--- src/rtl/motion_pkg.sv ---
// Shared types and defaults for the multi-channel motion detector.
// Optional feature macro used by this block: MOTION_PEAK_EN.
package motion_pkg;

  typedef enum logic [1:0] {
    QUIET    = 2'd0,
    ARMING   = 2'd1,
    MOVING   = 2'd2,
    SETTLING = 2'd3
  } motion_state_t;

  localparam int MOTION_WIDTH_D    = 12;
  localparam int MOTION_CHANNELS_D = 3;
  localparam int MOTION_ENTER_D    = 2;
  localparam int MOTION_EXIT_D     = 4;

  // Larger of the two debounce counts; sizes the shared counter.
  function automatic int unsigned max_cnt(input int unsigned a, input int unsigned b);
    return (a > b) ? a : b;
  endfunction

endpackage

--- src/rtl/motion_axis_delta.sv ---
// One channel: previous-sample register, signed step, magnitude and threshold compare.
// With MOTION_PEAK_EN defined the magnitude is also exported for peak tracking.
module motion_axis_delta
  import motion_pkg::*;
#(
  parameter int WIDTH = MOTION_WIDTH_D
) (
  input  logic             clk,
  input  logic             rst,
  input  logic             i_load,
  input  logic [WIDTH-1:0] i_value,
  input  logic [WIDTH-1:0] i_threshold,
`ifdef MOTION_PEAK_EN
  output logic [WIDTH-1:0] o_mag,
`endif
  output logic             o_active
);

  logic [WIDTH-1:0]        r_last;
  logic signed [WIDTH:0]   w_delta;
  logic [WIDTH-1:0]        w_mag;

  // |value - last|: the true magnitude never exceeds 2^WIDTH-1, so negating the
  // low WIDTH bits of a negative step yields it exactly.
  always_comb begin
    w_delta = $signed({i_value[WIDTH-1], i_value}) - $signed({r_last[WIDTH-1], r_last});
    w_mag   = w_delta[WIDTH] ? (~w_delta[WIDTH-1:0] + 1'b1) : w_delta[WIDTH-1:0];
  end

  assign o_active = (w_mag > i_threshold);
`ifdef MOTION_PEAK_EN
  assign o_mag = w_mag;
`endif

  // Remember every valid sample, including the priming one.
  always_ff @(posedge clk or posedge rst) begin
    if (rst) begin
      r_last <= '0;
    end else if (i_load) begin
      r_last <= i_value;
    end
  end

endmodule

--- src/rtl/motion_detector_multi.sv ---
// Multi-channel motion detector: priming, debounce FSM, start/end pulses.
// Define MOTION_PEAK_EN to add the peak_mag output.
module motion_detector_multi
  import motion_pkg::*;
#(
  parameter int WIDTH     = MOTION_WIDTH_D,
  parameter int CHANNELS  = MOTION_CHANNELS_D,
  parameter int ENTER_CNT = MOTION_ENTER_D,
  parameter int EXIT_CNT  = MOTION_EXIT_D
) (
  input  logic                      clk,
  input  logic                      rst,
  input  logic                      sample_valid,
  input  logic [CHANNELS*WIDTH-1:0] sample_data,
  input  logic [WIDTH-1:0]          threshold,
  output logic [CHANNELS-1:0]       active_mask,
  output logic                      moving,
  output logic                      motion_start,
`ifdef MOTION_PEAK_EN
  output logic [WIDTH-1:0]          peak_mag,
`endif
  output logic                      motion_end
);

  localparam int CW = $clog2(max_cnt(ENTER_CNT, EXIT_CNT) + 1);
  localparam logic [CW-1:0] ENTER_V = CW'(ENTER_CNT);
  localparam logic [CW-1:0] EXIT_V  = CW'(EXIT_CNT);

  motion_state_t       r_state;
  logic [CW-1:0]       r_cnt;
  logic                r_primed;
  logic [CHANNELS-1:0] r_active_mask;
  logic                r_moving;
  logic                r_motion_start;
  logic                r_motion_end;

  logic [CHANNELS-1:0] w_active;
  logic                w_any;
  logic [CW-1:0]       w_cnt_inc;
  logic                w_start_cond;
`ifdef MOTION_PEAK_EN
  logic [WIDTH-1:0]    w_mag [CHANNELS];
  logic [WIDTH-1:0]    w_max_mag;
  logic [WIDTH-1:0]    r_peak;
`endif

  for (genvar k = 0; k < CHANNELS; k++) begin : g_axis
    motion_axis_delta #(.WIDTH(WIDTH)) u_axis (
      .clk         (clk),
      .rst         (rst),
      .i_load      (sample_valid),
      .i_value     (sample_data[k*WIDTH +: WIDTH]),
      .i_threshold (threshold),
`ifdef MOTION_PEAK_EN
      .o_mag       (w_mag[k]),
      .o_active    (w_active[k])
`else
      .o_active    (w_active[k])
`endif
    );
  end

  assign w_any        = |w_active;
  assign w_cnt_inc    = r_cnt + 1'b1;
  assign w_start_cond = w_any && (((r_state == QUIET) && (ENTER_CNT == 1)) ||
                                  ((r_state == ARMING) && (w_cnt_inc == ENTER_V)));

  // Debounce FSM with registered mask, moving flag and one-cycle event pulses.
  always_ff @(posedge clk or posedge rst) begin
    if (rst) begin
      r_state        <= QUIET;
      r_cnt          <= '0;
      r_primed       <= 1'b0;
      r_active_mask  <= '0;
      r_moving       <= 1'b0;
      r_motion_start <= 1'b0;
      r_motion_end   <= 1'b0;
    end else begin
      r_motion_start <= 1'b0;
      r_motion_end   <= 1'b0;
      if (sample_valid) begin
        if (!r_primed) begin
          r_primed      <= 1'b1;
          r_active_mask <= '0;
        end else begin
          r_active_mask <= w_active;
          unique case (r_state)
            QUIET: begin
              if (w_start_cond) begin
                r_state        <= MOVING;
                r_moving       <= 1'b1;
                r_motion_start <= 1'b1;
              end else if (w_any) begin
                r_state <= ARMING;
                r_cnt   <= CW'(1);
              end
            end
            ARMING: begin
              if (w_start_cond) begin
                r_state        <= MOVING;
                r_moving       <= 1'b1;
                r_motion_start <= 1'b1;
                r_cnt          <= '0;
              end else if (w_any) begin
                r_cnt <= w_cnt_inc;
              end else begin
                r_state <= QUIET;
                r_cnt   <= '0;
              end
            end
            MOVING: begin
              if (!w_any) begin
                if (EXIT_CNT == 1) begin
                  r_state      <= QUIET;
                  r_moving     <= 1'b0;
                  r_motion_end <= 1'b1;
                end else begin
                  r_state <= SETTLING;
                  r_cnt   <= CW'(1);
                end
              end
            end
            SETTLING: begin
              if (w_any) begin
                r_state <= MOVING;
                r_cnt   <= '0;
              end else if (w_cnt_inc == EXIT_V) begin
                r_state      <= QUIET;
                r_moving     <= 1'b0;
                r_motion_end <= 1'b1;
                r_cnt        <= '0;
              end else begin
                r_cnt <= w_cnt_inc;
              end
            end
            default: begin
              r_state <= QUIET;
              r_cnt   <= '0;
            end
          endcase
        end
      end
    end
  end

  assign active_mask  = r_active_mask;
  assign moving       = r_moving;
  assign motion_start = r_motion_start;
  assign motion_end   = r_motion_end;

`ifdef MOTION_PEAK_EN
  // Largest channel magnitude of the current sample.
  always_comb begin
    w_max_mag = '0;
    for (int unsigned k = 0; k < CHANNELS; k++) begin
      if (w_mag[k] > w_max_mag) w_max_mag = w_mag[k];
    end
  end

  // Peak loads on entry, tracks the maximum while moving, holds otherwise.
  always_ff @(posedge clk or posedge rst) begin
    if (rst) begin
      r_peak <= '0;
    end else if (sample_valid && r_primed) begin
      if (w_start_cond) begin
        r_peak <= w_max_mag;
      end else if (r_moving && (w_max_mag > r_peak)) begin
        r_peak <= w_max_mag;
      end
    end
  end

  assign peak_mag = r_peak;
`else
  // Peak tracking not built.
`endif

endmodule
--- config.mk ---
export PLATFORM = sky130hd
export DESIGN_NAME = motion_detector_multi
export DESIGN_NICKNAME = d
export VERILOG_FILES = /design/src/rtl/motion_pkg.sv /design/src/rtl/motion_axis_delta.sv /design/src/rtl/motion_detector_multi.sv
export SDC_FILE = /design/constraint.sdc
export NUM_CORES = 1
export LEC_CHECK = 0
export CAP_MARGIN = 10
export CORE_UTILIZATION = 40
export CTS_CLUSTER_SIZE = 14
export DETAILED_ROUTE_END_ITERATION = 6
export GPL_ROUTABILITY_DRIVEN = 0
export SYNTH_ARGS = -nofsm -noshare
export SYNTH_HDL_FRONTEND = slang
export SYNTH_HIERARCHICAL = 1
export SYNTH_SLANG_ARGS = --single-unit
--- constraint.sdc ---
create_clock -name clk -period 4.5 [get_ports clk]
set_clock_uncertainty 0.2 [all_clocks]
set_input_delay 0.45 -clock clk [delete_from_list [all_inputs] [get_ports clk]]
set_output_delay 0.45 -clock clk [all_outputs]
set_load 0.01 [all_outputs]
== Yosys cells after proc, flatten, opt, wreduce, memory -nomap -nowiden ==
Cells that the tools add are included.

* Bits in registers: 48
* Input bits: 51
* Output and inout bits: 6
* Word-level logic and storage cells: 79

* Add/sub/neg operators: 7
* Order comparisons: 3
* Equal/unequal tests: 14
* Muxes and demuxes: 33
* Bitwise logic cells: 3
* Reductions and logical operators: 9

{| class="wikitable"
|+ Operator list
! operator !! number
|-
| 12-bit by 12-bit subtractor with 13-bit output || 3
|-
| 12-bit by 1-bit adder with 12-bit output, second input constant || 3
|-
| 12-bit greater-than comparator || 3
|-
| 12-bit two-way mux || 3
|-
| 12-bit NOT || 3
|-
| 3-bit two-way mux || 8
|-
| 2-bit two-way mux || 7
|-
| 1-bit two-way mux || 12
|-
| 3-bit one-hot mux with 4 select lines || 1
|-
| 6-bit AND reduction || 2
|-
| 2-bit != test, second input constant || 5
|-
| 3-bit != test, second input constant || 3
|-
| 2-bit one-hot mux with 4 select lines || 1
|-
| 5-bit AND reduction || 1
|-
| 2-bit equality test, second input constant || 2
|-
| 3-bit by 1-bit adder with 3-bit output, second input constant || 1
|-
| 3-bit by 2-bit equality test with 1-bit output, second input constant || 1
|-
| 3-bit equality test, second input constant || 1
|-
| 3-bit OR reduction || 1
|-
| 2-bit by 1-bit equality test with 1-bit output, second input constant || 1
|-
| 1-bit logical AND || 2
|-
| 2-bit logical NOT || 1
|-
| 2-bit by 1-bit != test with 1-bit output, second input constant || 1
|-
| 1-bit one-hot mux with 2 select lines || 1
|-
| other kinds (2) || 2
|}

== Logic depth before layout (Yosys ltp) ==
Gate-level depths: netlist of the first run.

* Word-level depth: 11
* Gate-level depth with buffers: 24
* Mapped depth without buffers: 23

== Hierarchy ==
The synthesis of the first run kept the hierarchy.

{| class="wikitable"
|+ Modules (own cells, without submodules)
! module !! times used !! cells an instance !! area each (um^2) !! seq. area each (um^2)
|-
| motion_axis_delta (g_axis[1].u_axis ...) || 2 || 188 || 1,506.4 || 300.3
|-
| motion_axis_delta (g_axis[0].u_axis) || 1 || 220 || 1,741.7 || 300.3
|-
| motion_detector_multi || 1 || 64 || 623.1 || 300.3
|}

== Worst setup path before layout of the first run ==
No wires, ideal clock.

* Kind: input port to flip-flop
* Start point: input sample_data[24]
* End point: register r_cnt[0]
* Library setup time: 79 ps
* Data arrival time: 4,545 ps
* Required time: 4,221 ps
* Slack: -324 ps
* Stages: 23
* Cell sequence: inv_1 -> ha_1 -> fa_1 -> nor2b_1 -> o21bai_2 -> a32oi_4 -> and3_4 -> o21ai_2 -> a31oi_2 -> buf_4 -> a31oi_1 -> xnor2_1 -> ha_1 -> a21o_1 -> a21o_1 -> a21oi_1 -> nor2_1 -> a2111oi_0 -> nor2_1 -> nor3_1 -> xor2_1 -> a21oi_1 -> a2bb2oi_1

* Word-level cells in the longest chain between the ends: 9
* Elaborated cells between the ends (all ways): 15
* Those cells by class: add/sub: 2; order compare: 1; eq/ne: 3; mux: 5; bitwise: 1; reduce/logical: 3

{| class="wikitable"
|+ Ends and longest elaborated chain
! item !! RTL line !! text
|-
| start: declaration || motion_detector_multi.sv:14 || <nowiki>input logic [CHANNELS*WIDTH-1:0] sample_data,</nowiki>
|-
| 12-bit by 12-bit subtractor with 13-bit output (*) || motion_axis_delta.sv:26 || <nowiki>w_delta = $signed({i_value[WIDTH-1], i_value}) - $signed({r_last[WIDTH-1], r_last});</nowiki>
|-
| 12-bit NOT || motion_axis_delta.sv:27 || <nowiki>w_mag = w_delta[WIDTH] ? (~w_delta[WIDTH-1:0] + 1'b1) : w_delta[WIDTH-1:0];</nowiki>
|-
| 12-bit by 1-bit adder with 12-bit output || motion_axis_delta.sv:27 ||
|-
| 12-bit two-way mux (*) || motion_axis_delta.sv:27 ||
|-
| 12-bit greater-than comparator (*) || motion_axis_delta.sv:30 || <nowiki>assign o_active = (w_mag > i_threshold);</nowiki>
|-
| net w_active[2] || motion_detector_multi.sv:37 || <nowiki>logic [CHANNELS-1:0] w_active;</nowiki>
|-
| 3-bit OR reduction (*) || motion_detector_multi.sv:63 || <nowiki>assign w_any = |w_active;</nowiki>
|-
| 3-bit two-way mux or 1-bit logical AND (tied branches) || motion_detector_multi.sv:104, motion_detector_multi.sv:65 ||
|-
| 3-bit two-way mux or 2-bit != test (tied branches) || n/a ||
|-
| 3-bit one-hot mux with 4 select lines or 5-bit AND reduction (tied branches) || n/a ||
|-
| end signal: assignment || motion_detector_multi.sv:105 || <nowiki>r_cnt <= w_cnt_inc;</nowiki>
|-
| end signal: assignment || motion_detector_multi.sv:133 || <nowiki>r_cnt <= w_cnt_inc;</nowiki>
|-
| end: declaration || motion_detector_multi.sv:30 || <nowiki>logic [CW-1:0] r_cnt;</nowiki>
|}

The timed path passes the listed nets; every way through them passes the cells marked *.
A chain may end at the register's enable or synchronous reset.

== Worst setup path after layout of the first run ==
* Start point: input sample_data[28]
* End point: register r_cnt[2]

Same word-level chain as after synthesis.

==> results of run 1 <==
[power groups by stage]
| stage | logic, mW | clock network [mW] | registers, mW |
|---|---|---|---|
| final | 1.93 | 0.456 | 0.535 |
| after CTS | 1.82 | 0.466 | 0.533 |
| after floorplan | 0.980 | 0 | 0.537 |
| after global routing | 2.13 | 0.482 | 0.543 |
| after detailed placement | 1.58 | 0 | 0.540 |
| after global placement | 1.53 | 0 | 0.535 |
[repair_timing]
item                                    CTS  global route
setup buffers                            18             7
pin swaps                                66            44
endpoints found under the setup margin   11            11
resized for setup                        68            42
gates cloned                              0             0
[worst reg2reg max path, stage by stage (launching register included)]
cell	delay, ns
dfrtp_1	0.41
ha_4	0.18
fa_2	0.35
nor2b_2	0.15
o21bai_2	0.10
a32oi_4	0.27
and3_4	0.24
o21ai_4	0.06
a31oi_4	0.26
buf_6	0.15
a31oi_4	0.03
xnor2_1	0.13
ha_1	0.32
a21o_1	0.18
a21o_1	0.16
a21oi_2	0.14
nor2_2	0.07
a2111oi_4	0.29
nor2_2	0.10
or4b_4	0.57
nor2_4	0.13
o2111ai_2	0.14
o211ai_1	0.11
[sequential cells by signal, summed over array words and instances, names as in the netlist]
name                  cells
g_axis.u_axis/r_last     36
active_mask               3
r_cnt                     3
r_state                   2
motion_end                1
motion_start              1
moving                    1
r_primed                  1
[routing by layer]
layer	share of wire, %	GRT usage (%)
met2	51	38.0
met1	44	25.3
met3	3.4	3.63
met5	0	0
met4	1.9	6.09
[cells by family (layout without fill, tap and decap cells)]
kind of cell	Yosys count	in the layout	share of synthesized area [%]
and+or+nand+nor	193	193	18.6
xor gates and xnor gates	53	53	8.63
muxes	4	4	0.814
buffers and inverters	105	318	7.65
adders and majority gates	81	81	19.3
AOI/OAI and AO/OA	176	176	22.7
DFF	48	48	22.3
[final cells by class]
cell class | count | area, um2 | area share (%)
clock buffers | 5 | 125 | 1.56
clock inverters | 3 | 46.3 | 0.576
inverters | 88 | 343 | 4.27
multi-input cells | 507 | 4270 | 53.2
flip-flops and latches | 48 | 1200 | 15.0
well taps | 172 | 215 | 2.68
repair buffers | 222 | 1830 | 22.8
[stage by stage]
stage / setup slack (ns) / setup TNS (ns) / cell area, um2 / hold WS, ns / std cells
floorplan: -0.142 / -0.582 / 5440 / 0.115 / 660
detailed placement: -1.14 / -9.07 / 7190 / 0.317 / 1013
global placement: -0.996 / -7.78 / 7190 / 0.299 / 1013
finish: -0.328 / -1.55 / 8030 / 0.263 / 1045
global route: -0.524 / -3.12 / 8030 / 0.290 / 1045
CTS: -0.315 / -1.43 / 7790 / 0.307 / 1039
[worst max path at each step]
stage,from,end,slack [ns],cells after the start
after CTS,g_axis[2].u_axis/r_last[0],r_cnt[2],-0.32,23
after global placement,sample_data[12],r_cnt[0],-1.0,23
after floorplan,sample_data[12],r_cnt[0],-0.14,23
after detailed placement,sample_data[12],r_state[0],-1.14,23
final,sample_data[28],r_cnt[2],-0.33,22
after global routing,g_axis[2].u_axis/r_last[0],r_cnt[1],-0.52,23
[placed cells by master, fill, tap and decap left out, types with 4 or more instances in the layout]
| cell | instances |
|---|---|
| nor2_1 | 31 |
| xnor2_1 | 40 |
| inv_1 | 86 |
| o21ai_4 | 4 |
| nand2_1 | 55 |
| o21ai_0 | 43 |
| ha_4 | 7 |
| nor2_2 | 6 |
| ha_1 | 70 |
| dlygate4sd2_1 | 6 |
| a31oi_4 | 4 |
| nand3_1 | 12 |
| a21oi_1 | 23 |
| a21oi_2 | 12 |
| nand4_1 | 15 |
| o21ai_1 | 10 |
| buf_4 | 157 |
| o31ai_1 | 5 |
| buf_6 | 9 |
| nor2b_1 | 10 |
| nor3_2 | 5 |
| a21o_1 | 21 |
| nand2b_1 | 14 |
| dfrtp_1 | 48 |
| nor3_1 | 7 |
| and3_1 | 6 |
| clkbuf_16 | 5 |
| xor2_1 | 12 |
| clkdlybuf4s50_1 | 45 |
==> results.json, run 1 <==
{
  "syn_nets": 792,
  "die_w_um": 118,
  "clk_pin_slew_ns": 0.07,
  "cts.sinks": 48,
  "intPower_mw": 1.77,
  "ys.flop_type": "dfrtp_1",
  "drt-total-wl_mm": 14.2,
  "cp-start-kind": "primary input",
  "ys_ff_latch": 48,
  "synthArstFlopShare_pct": 100,
  "coreArea_um2": 12900,
  "rrSetupSlack_ns": -0.32,
  "grt_overflow": 0,
  "final_util_pct": 62.4,
  "die-height_um": 118,
  "yosysSeqAreaShare_pct": 22.3,
  "end_kind": "register",
  "grt_pass1_vias": 5461,
  "outcome": "complete, but fails checks",
  "fmax_mhz": 207,
  "failed_checks": "negative setup slack",
  "synth_common_cells": "inv_1 (88), ha_1 (78), nand2_1 (55), o21ai_0 (51), dfrtp_1 (48)",
  "p_sw_share_pct": 39.3,
  "path_buf_inv": 2,
  "area_delta_synth_final_pct": 49.3,
  "postSynthAreaPerCell_um2": 8.15,
  "grt_max_degree": 36,
  "tightest_slew_ns": 0.595,
  "fp-row-count": 41,
  "cpLargestDelayFamily": "compound AO/OA/AOI/OAI gates",
  "p_leak_nw": 3.84,
  "power_frac_clock_pct": 15.6,
  "finalHoldViolCount": 0,
  "crit_type": "in -> reg",
  "cts_buffer_depth": 2,
  "p_comb_share_pct": 66.1,
  "setup_violations": 8,
  "start_util_pct": 41.8,
  "layout-drive-gt1-share_pct": 31.0,
  "post-synth-top-count-cell": "inv_1",
  "power_mw": 2.92,
  "cp_max_fo": 4,
  "pin_count": 57,
  "hold_path_end": "g_axis[0].u_axis/r_last[4]",
  "port_buffers": 56,
  "h-tree-depth": 2,
  "numCtsBuffers": 5,
  "grtUsageTotal_pct": 21.0,
  "drc": 0,
  "n_antenna_cell": 0,
  "min_path_cells": 3,
  "ant_nets": 0,
  "cts_hold_buf": 0,
  "nNetsFinal": 1004,
  "detail_route.iter0.violations": 209,
  "drv_slew": 0,
  "first_pass_iters": 4,
  "switchingPower_mw": 1.15,
  "maxCapViolations": 0,
  "power_density_nw_per_um2": 364,
  "hp-class": "in -> reg",
  "fin_crit_sh_pct": 107,
  "cts_tree": "built",
  "p_seq_share_pct": 18.3,
  "vdd_drop_max_uv": 166,
  "synth_top_area_share_pct": 22.3,
  "reg2reg_depth": 22,
  "clockRootBuffer": "clkbuf_16",
  "wire_per_inst_um": 13.6,
  "netlist_instances": 660,
  "synth.area.top_cells": "dfrtp_1 (22%), ha_1 (18%), xnor2_1 (6.7%), inv_1 (6.1%), o21ai_0 (4.7%)",
  "synth-warning-count": 6,
  "synth_area_leader_cell": "dfrtp_1",
  "layout_setup_ws_ns": -0.328,
  "synth_cell_types": 69,
  "antenna_found_initial": 0,
  "clk_latency_ns": 0.31,
  "min_from": "sample_data[4]",
  "cpPeakStageDelay_ns": 0.57,
  "crit_required_ns": 4.52,
  "crit_chain": "clkdlybuf4s50_1, ha_1, nand2_1, o21bai_2, a32oi_4, and3_4, o21ai_4, a31oi_4, buf_6, a31oi_4, xnor2_1, ha_1, a21o_1, a21o_1, a21oi_2, nor2_2, a2111oi_4, nor2_2, or4b_4, nor2_4, o2111ai_2, o211ai_1",
  "critPathArrivalTime_ns": 4.85,
  "cp_slowest_cell": "or4b_4",
  "grt_pass1_wl_mm": 24.3,
  "die_area_um2": 13900,
  "fin_crit_ns": 4.83,
  "dpl.hpwl_mm": 10.9,
  "rr_startpoint": "g_axis[2].u_axis/r_last[0]",
  "worstReg2RegEnd": "r_cnt[2]",
  "vias_per_cell": 5.14,
  "max_slew_margin_pct": 60.3,
  "synth_edf_count": 0,
  "rsz0062_at_grt": "yes",
  "vias": 5369,
  "fillerInstances": 1110,
  "synth_area_um2": 5380
}
(Power assumes the default switching activity.)
==> run 2: changes to the inputs <==
- CORE_ASPECT_RATIO: default -> 1.75
- REMOVE_ABC_BUFFERS: default -> 1
- clock period: 4.5 -> 6 ns (I/O delays scaled with it)
==> run 2 against run 1 <==
  * Highest routed layer unchanged
  * Die area up 0.13%
  * Via count down 12%
  * The flow now finishes without violations
  * Critical path type unchanged
  * Core utilization down 14 points
  * Flip-flop and latch count unchanged
==> results.json, run 2 (synthesized netlist as in run 1, its figures left out) <==
{
  "rsz0062_at_grt": "no",
  "clockRootBuffer": "clkbuf_16",
  "final_common_cell": "inv_1",
  "fmax_mhz": 180,
  "grt_pass1_vias": 4691,
  "pre_cts_slack_ns": 0.0102,
  "wire_per_inst_um": 14.2,
  "cts_tree": "built",
  "setup_violations": 0,
  "min_path_cells": 1,
  "cp_slowest_cell": "or4b_4",
  "layout_setup_ws_ns": 0.443,
  "coreArea_um2": 13000,
  "vias": 4744,
  "p_leak_nw": 2.95,
  "drv_slew": 0,
  "post_cts_buffers": 0,
  "fillerInstances": 1267,
  "largest_register": "g_axis.u_axis/r_last",
  "port_buffers": 56,
  "drt-total-wl_mm": 12.6,
  "fin_crit_ns": 5.56,
  "ant_nets": 0,
  "switchingPower_uw": 703,
  "die_w_um": 89.7,
  "vdd_drop_max_uv": 189,
  "antenna_found_initial": 0,
  "worstReg2RegEnd": "r_cnt[2]",
  "crit_type": "in -> reg",
  "largest_register_ff_count": 36,
  "tightest_slew_ns": 0.667,
  "grtUsageTotal_pct": 18.6,
  "first_pass_iters": 4,
  "outcome": "finished clean",
  "detail_route.iter0.violations": 159,
  "regArea_um2": 1200,
  "p_comb_share_pct": 56.9,
  "power_density_nw_per_um2": 273,
  "h-tree-depth": 2,
  "end_kind": "register",
  "start_util_pct": 41.3,
  "grt_max_degree": 79,
  "cts_buffer_depth": 2,
  "path_buf_inv": 3,
  "die-height_um": 155,
  "cpPeakStageDelay_ns": 0.59,
  "area_delta_synth_final_pct": 17.4,
  "crit_required_ns": 6.02,
  "rrSetupSlack_ns": 0.89,
  "reg2reg_depth": 23,
  "max_slew_margin_pct": 55.5,
  "dpl.hpwl_mm": 10.2,
  "layout-drive-gt1-share_pct": 6.28,
  "numCtsBuffers": 5,
  "fin_crit_sh_pct": 92.6,
  "cts.sinks": 48,
  "clk_latency_ns": 0.31,
  "final_util_pct": 48.5,
  "intPower_mw": 1.02,
  "vias_per_cell": 5.35,
  "power_mw": 1.72,
  "cp-start-kind": "primary input",
  "power_frac_clock_pct": 20.0,
  "nNetsFinal": 847,
  "hold_path_end": "g_axis[2].u_axis/r_last[0]",
  "rr_startpoint": "g_axis[2].u_axis/r_last[0]",
  "clk_pin_slew_ns": 0.07,
  "p_sw_share_pct": 40.8,
  "finalHoldViolCount": 0,
  "n_antenna_cell": 0,
  "fp-row-count": 55,
  "critPathArrivalTime_ns": 5.58,
  "min_from": "g_axis[2].u_axis/r_last[0]",
  "path_common_cell": "nor2_1",
  "pin_count": 57,
  "mostFrequentLayoutCells": "inv_1 (88), ha_1 (78), nand2_1 (55), clkdlybuf4s50_1 (55), o21ai_0 (51)",
  "hp-class": "reg -> reg",
  "drc": 0,
  "maxCapViolations": 0,
  "cp_max_fo": 9,
  "tns_ns": 0,
  "multi_input_area_um2": 3770,
  "p_seq_share_pct": 23.1,
  "grt_overflow": 0,
  "die_area_um2": 13900,
  "grt_pass1_wl_mm": 20.5,
  "cpLargestDelayFamily": "compound AO/OA/AOI/OAI gates"
}
## run 2: cell types whose count changed in the layout (fill, tap and decap cells not counted), sizes merged
cell           change
clkdlybuf4s50     +10
dlygate4sd2        -6
dlymetal6s2s       -3
buf              -158
## run 2: power by group through the flow
stage               logic (mW)  clock network (mW)  registers, mW
finish                   0.980               0.345          0.397
global route              1.10               0.367          0.404
CTS                      0.983               0.358          0.398
detailed placement       0.973                   0          0.403
global placement         0.940                   0          0.403
floorplan                0.712                   0          0.402
## run 2: what timing repair did
| action | CTS | global route |
|---|---|---|
| setup endpoints to repair | 0 | 2 |
| resized for setup | 0 | 1 |
| hold buffers | 0 | 0 |
## run 2: area by class of cell
class                      instances  share of cell area [%]
multi-input combinational        507                    59.8
sequential                        48                    19.0
timing repair buffer              65                    9.87
inverter                          88                    5.23
tap                              171                    3.39
clock buffer                       5                    1.98
clock inverter                     3                   0.733
## run 2: worst max path at each step
stage                         start       end  depth (start not counted)
floorplan           sample_data[24]  r_cnt[0]                         22
global placement    sample_data[12]  r_cnt[1]                         24
detailed placement  sample_data[12]  r_cnt[2]                         22
CTS                 sample_data[12]  r_cnt[0]                         23
global route        sample_data[24]  r_cnt[0]                         26
finish              sample_data[24]  r_cnt[2]                         25
## run 2: through the flow
stage / instance area [um2] / hold slack [ns] / cells
floorplan: 5300 / 0.265 / 643
global placement: 6130 / 0.298 / 879
detailed placement: 6130 / 0.307 / 879
CTS: 6300 / 0.325 / 887
global route: 6310 / 0.347 / 887
finish: 6310 / 0.321 / 887
## run 2: per-layer routing
metal	global-route usage (%)	up-vias	part of all wire [%]
met5	0	-	0
met4	6.27	0	2.0
met3	2.02	18	3.0
met2	36.5	84	55
met1	19.6	2216	40
li1	-	2426	-
==> run 3: changes to the inputs <==
- RECOVER_POWER: default -> 25
- SETUP_SLACK_MARGIN: default -> 0.1
==> run 3 against run 2 <==
  * Via count increased by 0.11%
  * Worst setup slack better by 0.041 ns
  * Clock-buffer cell count unchanged
  * Power up 0.27%
  * Routed wire length barely moved
  * Non-clock buffer count is the same
  * Worst hold slack barely moved
  * Largest cell class unchanged
  * Largest power group unchanged
==> results.json, run 3 (synthesized netlist as in run 1, its figures left out) <==
{
  "rrSetupSlack_ns": 0.93,
  "clk_pin_slew_ns": 0.08,
  "tightest_slew_ns": 0.670,
  "drv_slew": 0,
  "cp_max_fo": 9,
  "fillerInstances": 1266,
  "reg2reg_depth": 20,
  "start_util_pct": 41.3,
  "grt_overflow": 0,
  "fin_crit_sh_pct": 91.9,
  "antenna_found_initial": 0,
  "ant_nets": 0,
  "clockRootBuffer": "clkbuf_16",
  "vias_per_cell": 5.35,
  "detail_route.iter0.violations": 151,
  "tns_ns": 0,
  "h-tree-depth": 2,
  "area_delta_synth_final_pct": 17.5,
  "intPower_mw": 1.02,
  "coreArea_um2": 13000,
  "nNetsFinal": 847,
  "clk_latency_ns": 0.31,
  "die_area_um2": 13900,
  "p_seq_share_pct": 23.0,
  "worstReg2RegEnd": "r_cnt[2]",
  "dp_cells": 879,
  "rr_startpoint": "g_axis[0].u_axis/r_last[2]",
  "hp-class": "reg -> reg",
  "cts_tree": "built",
  "numCtsBuffers": 5,
  "grt_pass1_vias": 4691,
  "drc": 0,
  "setup_violations": 0,
  "grt_pass1_wl_mm": 20.5,
  "largest_register": "g_axis.u_axis/r_last",
  "dpl.hpwl_mm": 10.2,
  "die_w_um": 89.7,
  "outcome": "finished clean",
  "max_slew_margin_pct": 55.3,
  "p_comb_share_pct": 57.0,
  "fin_crit_ns": 5.52,
  "cts.sinks": 48,
  "mostFrequentLayoutCells": "inv_1 (88), ha_1 (78), nand2_1 (55)",
  "vdd_drop_max_uv": 189,
  "grtUsageTotal_pct": 18.6,
  "power_density_nw_per_um2": 273,
  "switchingPower_uw": 706,
  "port_buffers": 56,
  "crit_type": "in -> reg",
  "n_antenna_cell": 0,
  "final_common_cell": "inv_1",
  "crit_required_ns": 6.02,
  "p_sw_share_pct": 40.9,
  "cp-startpoint": "sample_data[24]",
  "post_cts_buffers": 0,
  "largest_register_ff_count": 36,
  "endpoint": "r_cnt[2]",
  "die-height_um": 155,
  "layout-drive-gt1-share_pct": 6.42,
  "wire_per_inst_um": 14.2,
  "fmax_mhz": 181,
  "rsz0062_at_grt": "no",
  "drt-total-wl_mm": 12.6,
  "maxCapViolations": 0,
  "cts_buffer_depth": 2,
  "finalInstanceArea_um2": 6320,
  "p_leak_nw": 2.95,
  "vias": 4749,
  "fp-row-count": 55,
  "grt_max_degree": 79,
  "finalHoldViolCount": 0,
  "instances_no_fill": 887,
  "placed_area_um2": 6130,
  "critPathArrivalTime_ns": 5.54,
  "power_frac_clock_pct": 20.0,
  "cp-start-kind": "primary input",
  "pin_count": 57,
  "end_kind": "register",
  "first_pass_iters": 4
}
==> run 3: critical path, stage by stage <==
cell             delay, ns
clkdlybuf4s50_1       0.49
inv_1                 0.05
ha_1                  0.21
fa_1                  0.40
nor2b_1               0.20
o21bai_2              0.11
a32oi_4               0.24
and3_4                0.24
o21ai_2               0.08
a31oi_2               0.26
buf_4                 0.21
nor2_1                0.05
a21oi_1               0.12
ha_1                  0.26
nor2b_1               0.14
o21ai_0               0.15
nand2b_1              0.08
a21oi_1               0.19
nor3_1                0.08
a2111oi_1             0.27
nor2_1                0.13
or4b_4                0.59
nor2_1                0.16
o2111ai_1             0.14
o211ai_1              0.11
==> run 3: worst min-delay path by stage <==
stage,start,endpoint,slack (ns),cells past startpoint
after floorplan,rst,active_mask[0],0.26,1
after global placement,g_axis[2].u_axis/r_last[0],g_axis[2].u_axis/r_last[0],0.30,1
after detailed placement,g_axis[2].u_axis/r_last[0],g_axis[2].u_axis/r_last[0],0.31,1
after CTS,g_axis[2].u_axis/r_last[0],g_axis[2].u_axis/r_last[0],0.32,1
after global routing,g_axis[2].u_axis/r_last[0],g_axis[2].u_axis/r_last[0],0.35,1
final,g_axis[2].u_axis/r_last[0],g_axis[2].u_axis/r_last[0],0.32,1
==> run 3: final cells by class <==
type	count	area, um2	area share, %
tap	171	214	3.39
timing repair buffer	65	623	9.86
clock buffer	5	125	1.98
inverter	88	330	5.23
sequential	48	1200	19.0
clock inverter	3	46.3	0.733
multi-input combinational	507	3780	59.8
==> run 3: power by group through the flow <==
stage	combinational [mW]	sequential [mW]	clock (mW)
after CTS	0.983	0.398	0.358
after detailed placement	0.973	0.403	0
after global routing	1.10	0.404	0.367
final	0.984	0.397	0.346
after global placement	0.940	0.403	0
after floorplan	0.712	0.402	0
==> run 3: timing repair <==
action                     in CTS  in global routing
resized for setup               0                  3
setup endpoints to repair       0                  5
hold buffers                    0                  0
==> run 3: through the flow <==
| stage | util, % | power, mW | setup slack [ns] | hold slack (ns) |
|---|---|---|---|---|
| floorplan | - | 1.11 | 0.966 | 0.265 |
| global placement | 47.2 | 1.34 | 0.139 | 0.298 |
| detailed placement | 47.2 | 1.38 | 0.0102 | 0.307 |
| CTS | 48.5 | 1.74 | 0.338 | 0.325 |
| global route | 48.6 | 1.87 | 0.117 | 0.347 |
| finish | 48.6 | 1.73 | 0.484 | 0.321 |
==> run 3: metal layers <==
metal	global-route usage, %	vias to the layer above	share of wire, %
li1	-	2426	-
met1	19.6	2222	40
met2	36.5	83	55
met3	2.02	18	2.9
met4	6.27	0	2.0
met5	0	-	0
